File: src/rtl/sram_ctrl_pkg.sv
// sram_ctrl shared types and constants.
// FSM state encoding and default access length.
package sram_ctrl_pkg;

    typedef enum logic [2:0] {
        IDLE,
        READ,
        WRITE,
        WR_HOLD,
        DONE
    } state_e;

    localparam int DEFAULT_WAIT_CYCLES = 2;

endpackage

File: src/rtl/sram_ctrl.sv
// Asynchronous 32-bit SRAM controller for a stalling CPU data bus.
// One FSM plus one down-counter; all SRAM strobes are registered.
module sram_ctrl
    import sram_ctrl_pkg::*;
#(
    parameter int WAIT_CYCLES = DEFAULT_WAIT_CYCLES
) (
    input  logic        clk,
    input  logic        rst,
    input  logic [31:0] bus_address,
    input  logic [3:0]  bus_byteenable,
    input  logic        bus_read,
    input  logic        bus_write,
    input  logic [31:0] bus_wrdata,
    output logic [31:0] bus_rddata,
    output logic        bus_stall,
    output logic [19:0] sram_addr,
    output logic [31:0] sram_dq_o,
    output logic        sram_dq_oe,
    input  logic [31:0] sram_dq_i,
    output logic        sram_ce_n,
    output logic        sram_oe_n,
    output logic        sram_we_n,
    output logic [3:0]  sram_be_n
);

    localparam logic [3:0] RELOAD = 4'(WAIT_CYCLES - 1);

    state_e      state;
    logic [3:0]  cnt;
    logic [19:0] addr_q;
    logic [31:0] data_q;
    logic        unused_addr_bits;

    // Only word address bits [21:2] reach the SRAM.
    assign unused_addr_bits = ^{bus_address[31:22], bus_address[1:0]};

    assign sram_addr = addr_q;
    assign sram_dq_o = data_q;

    // Stall is released only in DONE so the CPU advances on that edge.
    assign bus_stall = (bus_read | bus_write) & (state != DONE);

    // Access sequencer: state, counter, latched request and strobes.
    always_ff @(posedge clk) begin
        if (rst) begin
            state      <= IDLE;
            cnt        <= '0;
            addr_q     <= '0;
            data_q     <= '0;
            bus_rddata <= '0;
            sram_ce_n  <= 1'b1;
            sram_oe_n  <= 1'b1;
            sram_we_n  <= 1'b1;
            sram_be_n  <= 4'hF;
            sram_dq_oe <= 1'b0;
        end else begin
            unique case (state)
                IDLE: begin
                    if (bus_write) begin
                        addr_q     <= bus_address[21:2];
                        data_q     <= bus_wrdata;
                        cnt        <= RELOAD;
                        sram_ce_n  <= 1'b0;
                        sram_we_n  <= 1'b0;
                        sram_be_n  <= ~bus_byteenable;
                        sram_dq_oe <= 1'b1;
                        state      <= WRITE;
                    end else if (bus_read) begin
                        addr_q    <= bus_address[21:2];
                        cnt       <= RELOAD;
                        sram_ce_n <= 1'b0;
                        sram_oe_n <= 1'b0;
                        sram_be_n <= 4'h0;
                        state     <= READ;
                    end
                end
                READ: begin
                    if (cnt == 4'd0) begin
                        bus_rddata <= sram_dq_i;
                        sram_ce_n  <= 1'b1;
                        sram_oe_n  <= 1'b1;
                        sram_be_n  <= 4'hF;
                        state      <= DONE;
                    end else begin
                        cnt <= cnt - 4'd1;
                    end
                end
                WRITE: begin
                    if (cnt == 4'd0) begin
                        sram_we_n <= 1'b1;
                        state     <= WR_HOLD;
                    end else begin
                        cnt <= cnt - 4'd1;
                    end
                end
                WR_HOLD: begin
                    sram_ce_n  <= 1'b1;
                    sram_be_n  <= 4'hF;
                    sram_dq_oe <= 1'b0;
                    state      <= DONE;
                end
                DONE: begin
                    state <= IDLE;
                end
                default: begin
                    state <= IDLE;
                end
            endcase
        end
    end

endmodule

File: config.mk
export PLATFORM = sky130hd
export DESIGN_NAME = sram_ctrl
export DESIGN_NICKNAME = d
export VERILOG_FILES = /design/src/rtl/sram_ctrl_pkg.sv /design/src/rtl/sram_ctrl.sv
export SDC_FILE = /design/constraint.sdc
export NUM_CORES = 1
export LEC_CHECK = 0
export CAP_MARGIN = 20
export CORE_ASPECT_RATIO = 0.9
export CORE_MARGIN = 2
export CORE_UTILIZATION = 35
export CTS_CLUSTER_DIAMETER = 40
export CTS_CLUSTER_SIZE = 14
export DETAILED_ROUTE_END_ITERATION = 12
export PLACE_DENSITY_LB_ADDON = 0.12
export SETUP_SLACK_MARGIN = 0.02
export SLEW_MARGIN = 10
export SYNTH_ARGS = -nofsm -noshare
export SYNTH_HDL_FRONTEND = slang
export SYNTH_SLANG_ARGS = --single-unit
File: constraint.sdc
create_clock -name clk -period 1.5 [get_ports clk]
set_input_delay 0.225 -clock clk [delete_from_list [all_inputs] [get_ports clk]]
set_output_delay 0.225 -clock clk [all_outputs]
set_load 0.01 [all_outputs]
==> results.sh <==
export IMPL_outcome="complete, but fails checks"
export IMPL_violations="negative setup slack"
export IMPL_synthArstFlopShare_pct=0
export IMPL_grtUsageTotal_pct=20.0
export IMPL_cts_hold_buf=0
export IMPL_core_area_mm2=0.0102
export IMPL_cts_root_buf="clkbuf_16"
export IMPL_fin_skew_ns=0.00891
export IMPL_gr_usage_met3_pct=5.47
export IMPL_grt_pass1_wl_mm=18.1
export IMPL_clockBufferDepth=2
export IMPL_fin_ws_ns=-0.0952
export IMPL_endpoint_kind="flip-flop"
export IMPL_clkTransAtPathRegs_ns=0.07
export IMPL_yosysUniqueCellTypes=32
export IMPL_power_density_mw_per_mm2=1720
export IMPL_yosys_warnings=0
export IMPL_synthCells=457
export IMPL_relSlewSlack_pct=69.3
export IMPL_maxSlewViolCount=0
export IMPL_max_cap_viol_count=0
export IMPL_dieWidth_um=111
export IMPL_synth_edf_count=0
export IMPL_numPortBuffers=184
export IMPL_clk_latency_ns=0.34
export IMPL_drc_errors=0
export IMPL_cts_max_level=3
export IMPL_drive_above_1_share_pct=14.5
export IMPL_tritoncts="done"
export IMPL_postLayoutCoreUtil_pct=64.3
export IMPL_overflow=0
export IMPL_rsz0062_at_grt="yes"
export IMPL_synth_seq_cells=99
export IMPL_use_met2_pct=34.1
export IMPL_design_die_area_mm2=0.0112
export IMPL_synth_top_area_share_pct=54.7
export IMPL_hold_violations=0
export IMPL_cp_max_fo=8
export IMPL_synth_area_mm2=0.00362
export IMPL_grt_use_met1_pct=24.5
export IMPL_place_inst=765
export IMPL_numCtsBuffers=9
export IMPL_synthTopCellsByCount="nand2_1 (179), dfxtp_1 (99), a21oi_1 (94)"
export IMPL_final_cells=790
export IMPL_grt_pass1_vias=3629
export IMPL_seq_area_frac_synth_pct=54.7
export IMPL_setup_violations=32
export IMPL_hold_path_class="in2reg"
export IMPL_fin_nets=762
export IMPL_area_growth_syn_to_layout_pct=80.4
export IMPL_antenna_found_initial=0
export IMPL_critPathArrivalTime_ns=1.81
export IMPL_fillers=869
export IMPL_synth_area_per_cell_um2=7.93
export IMPL_dr_pass1_iters=4
export IMPL_period_needed_ns=1.60
export IMPL_avgRoutedWirePerCell_um=14.3
export IMPL_viasPerCell=4.72
export IMPL_synth_main_ff_cell="dfxtp_1"
export IMPL_grt_max_degree=45
export IMPL_ys_top_cells_by_area="dfxtp_1 (55%), nand2_1 (19%), a21oi_1 (13%), buf_2 (1.9%), clkbuf_1 (1.6%)"
export IMPL_irDropWorstVdd_mv=0.893
export IMPL_start_util_pct=35.7
export IMPL_vias=3726
export IMPL_cts_sinks=99
export IMPL_worst_slew_pin_slew_ns=0.457
export IMPL_synth_fp_nets=563
export IMPL_gp_congestion=0.767
export IMPL_p_leak_nw=3.05
export IMPL_min_period_over_period_pct=106
export IMPL_die_y_um=101
export IMPL_worstSetupStartpointType="flip-flop"
export IMPL_row_count=35
export IMPL_dp_hpwl_mm=7.54
export IMPL_r2r_slack_ns=-0.1
export IMPL_insertedDiodeCount=0
export IMPL_post_synth_top_area_cell="dfxtp_1"
export IMPL_critPathRequiredTime_ns=1.72
export IMPL_critPathKind="reg2reg"
export IMPL_io_pins=197
export IMPL_fmax_ghz=0.627
export IMPL_busiest_layer="met2"
export IMPL_yosysMostFrequentCell="nand2_1"
export IMPL_drt_iter0_drc=144
export IMPL_ant_nets=0
export IMPL_drt_total_wl_mm=11.3
export IMPL_fin_tns_setup_ns=-2.14
-- critical path, cell delays in order, from the launching register on --
cell,delay [ns]
dfxtp_2,0.32
inv_2,0.07
ha_4,0.13
nor3b_4,0.20
buf_4,0.15
buf_6,0.10
nand3_4,0.16
clkbuf_16,0.23
nand2_1,0.07
a21oi_1,0.06
-- registers in the layout (all words and copies together), names as in the netlist --
signal,flops
bus_rddata,32
sram_we_n,1
sram_addr,20
sram_dq_o,32
cnt,4
sram_oe_n,1
state,3
sram_ce_n,1
sram_be_n,4
sram_dq_oe,1
-- logic make-up after synthesis --
group	share of synthesized area (%)
buffers and inverters	4.42
XOR/XNOR	0.484
flip-flops	54.7
AO/OA/AOI/OAI	17.2
adder cells (fa/ha/maj)	0.690
AND/OR/NAND/NOR	22.5
-- stage by stage --
| stage | area (um^2) | hold WS (ns) | total power (W) | setup slack (ns) |
|---|---|---|---|---|
| 6_report | 6540 | 0.239 | 0.0112 | -0.0952 |
| 5_1_grt | 6540 | 0.256 | 0.0119 | -0.205 |
| 4_1_cts | 6300 | 0.230 | 0.0111 | -0.0781 |
| 3_5_place_dp | 5760 | 0.446 | 0.00804 | -0.229 |
| 3_3_place_gp | 5760 | 0.438 | 0.00793 | -0.227 |
| 2_1_floorplan | 3620 | 0.357 | 0.00572 | 0.0412 |
-- worst paths after layout --
check                             startpoint             end  cells past startpoint
worst min-delay path                     rst        state[1]                      2
worst max-delay path                  cnt[1]  bus_rddata[20]                      9
worst max register to register        cnt[1]  bus_rddata[20]                      9
worst min register to register  sram_addr[0]    sram_addr[0]                      2
-- cells in the final DEF, fill, tap and decap left out, types with 3 or more instances in the layout --
cell type,Yosys,final
buf_4,2,21
nand2_2,0,13
a21oi_1,94,89
dlymetal6s2s_1,0,39
nand2_1,179,159
dfxtp_1,99,97
o21ai_0,8,7
buf_16,0,4
clkdlybuf4s50_1,0,141
o211ai_1,5,5
inv_1,5,3
nand2b_1,3,3
nand2_4,0,7
clkbuf_16,0,10
nor2_1,5,4
a21oi_2,0,5
buf_12,0,7
-- what timing repair did --
action,in CTS,in global routing
endpoints found under the setup margin,44,94
setup buffers,4,1
gates resized for setup,31,73
pin swaps,3,11
gates cloned,4,1
-- metal layers --
metal | wire length, um | part of all wire (%)
met5 | 0 | 0
met4 | 188 | 1.7
met3 | 719 | 6.3
met2 | 5500 | 49
met1 | 4920 | 43
-- cell type report --
class | count | area [um^2] | share of cell area (%)
Multi-Input combinational cell | 322 | 1680 | 25.8
Clock buffer | 11 | 243 | 3.71
Sequential cell | 99 | 1980 | 30.4
Clock inverter | 5 | 62.6 | 0.957
Tap cell | 129 | 161 | 2.47
Timing Repair Buffer | 219 | 2380 | 36.4
Inverter | 5 | 18.8 | 0.287
-- power breakdown --
group	internal (W)	total [W]	switching [W]	leakage [nW]
registers	0.00325	0.00361	0.000354	0.811
logic	0.00279	0.00531	0.00252	2.09
clock network	0.00135	0.00233	0.000983	0.142
total	0.00739	0.0112	0.00385	3.05
No activity file was read; power rests on OpenSTA's default activity.
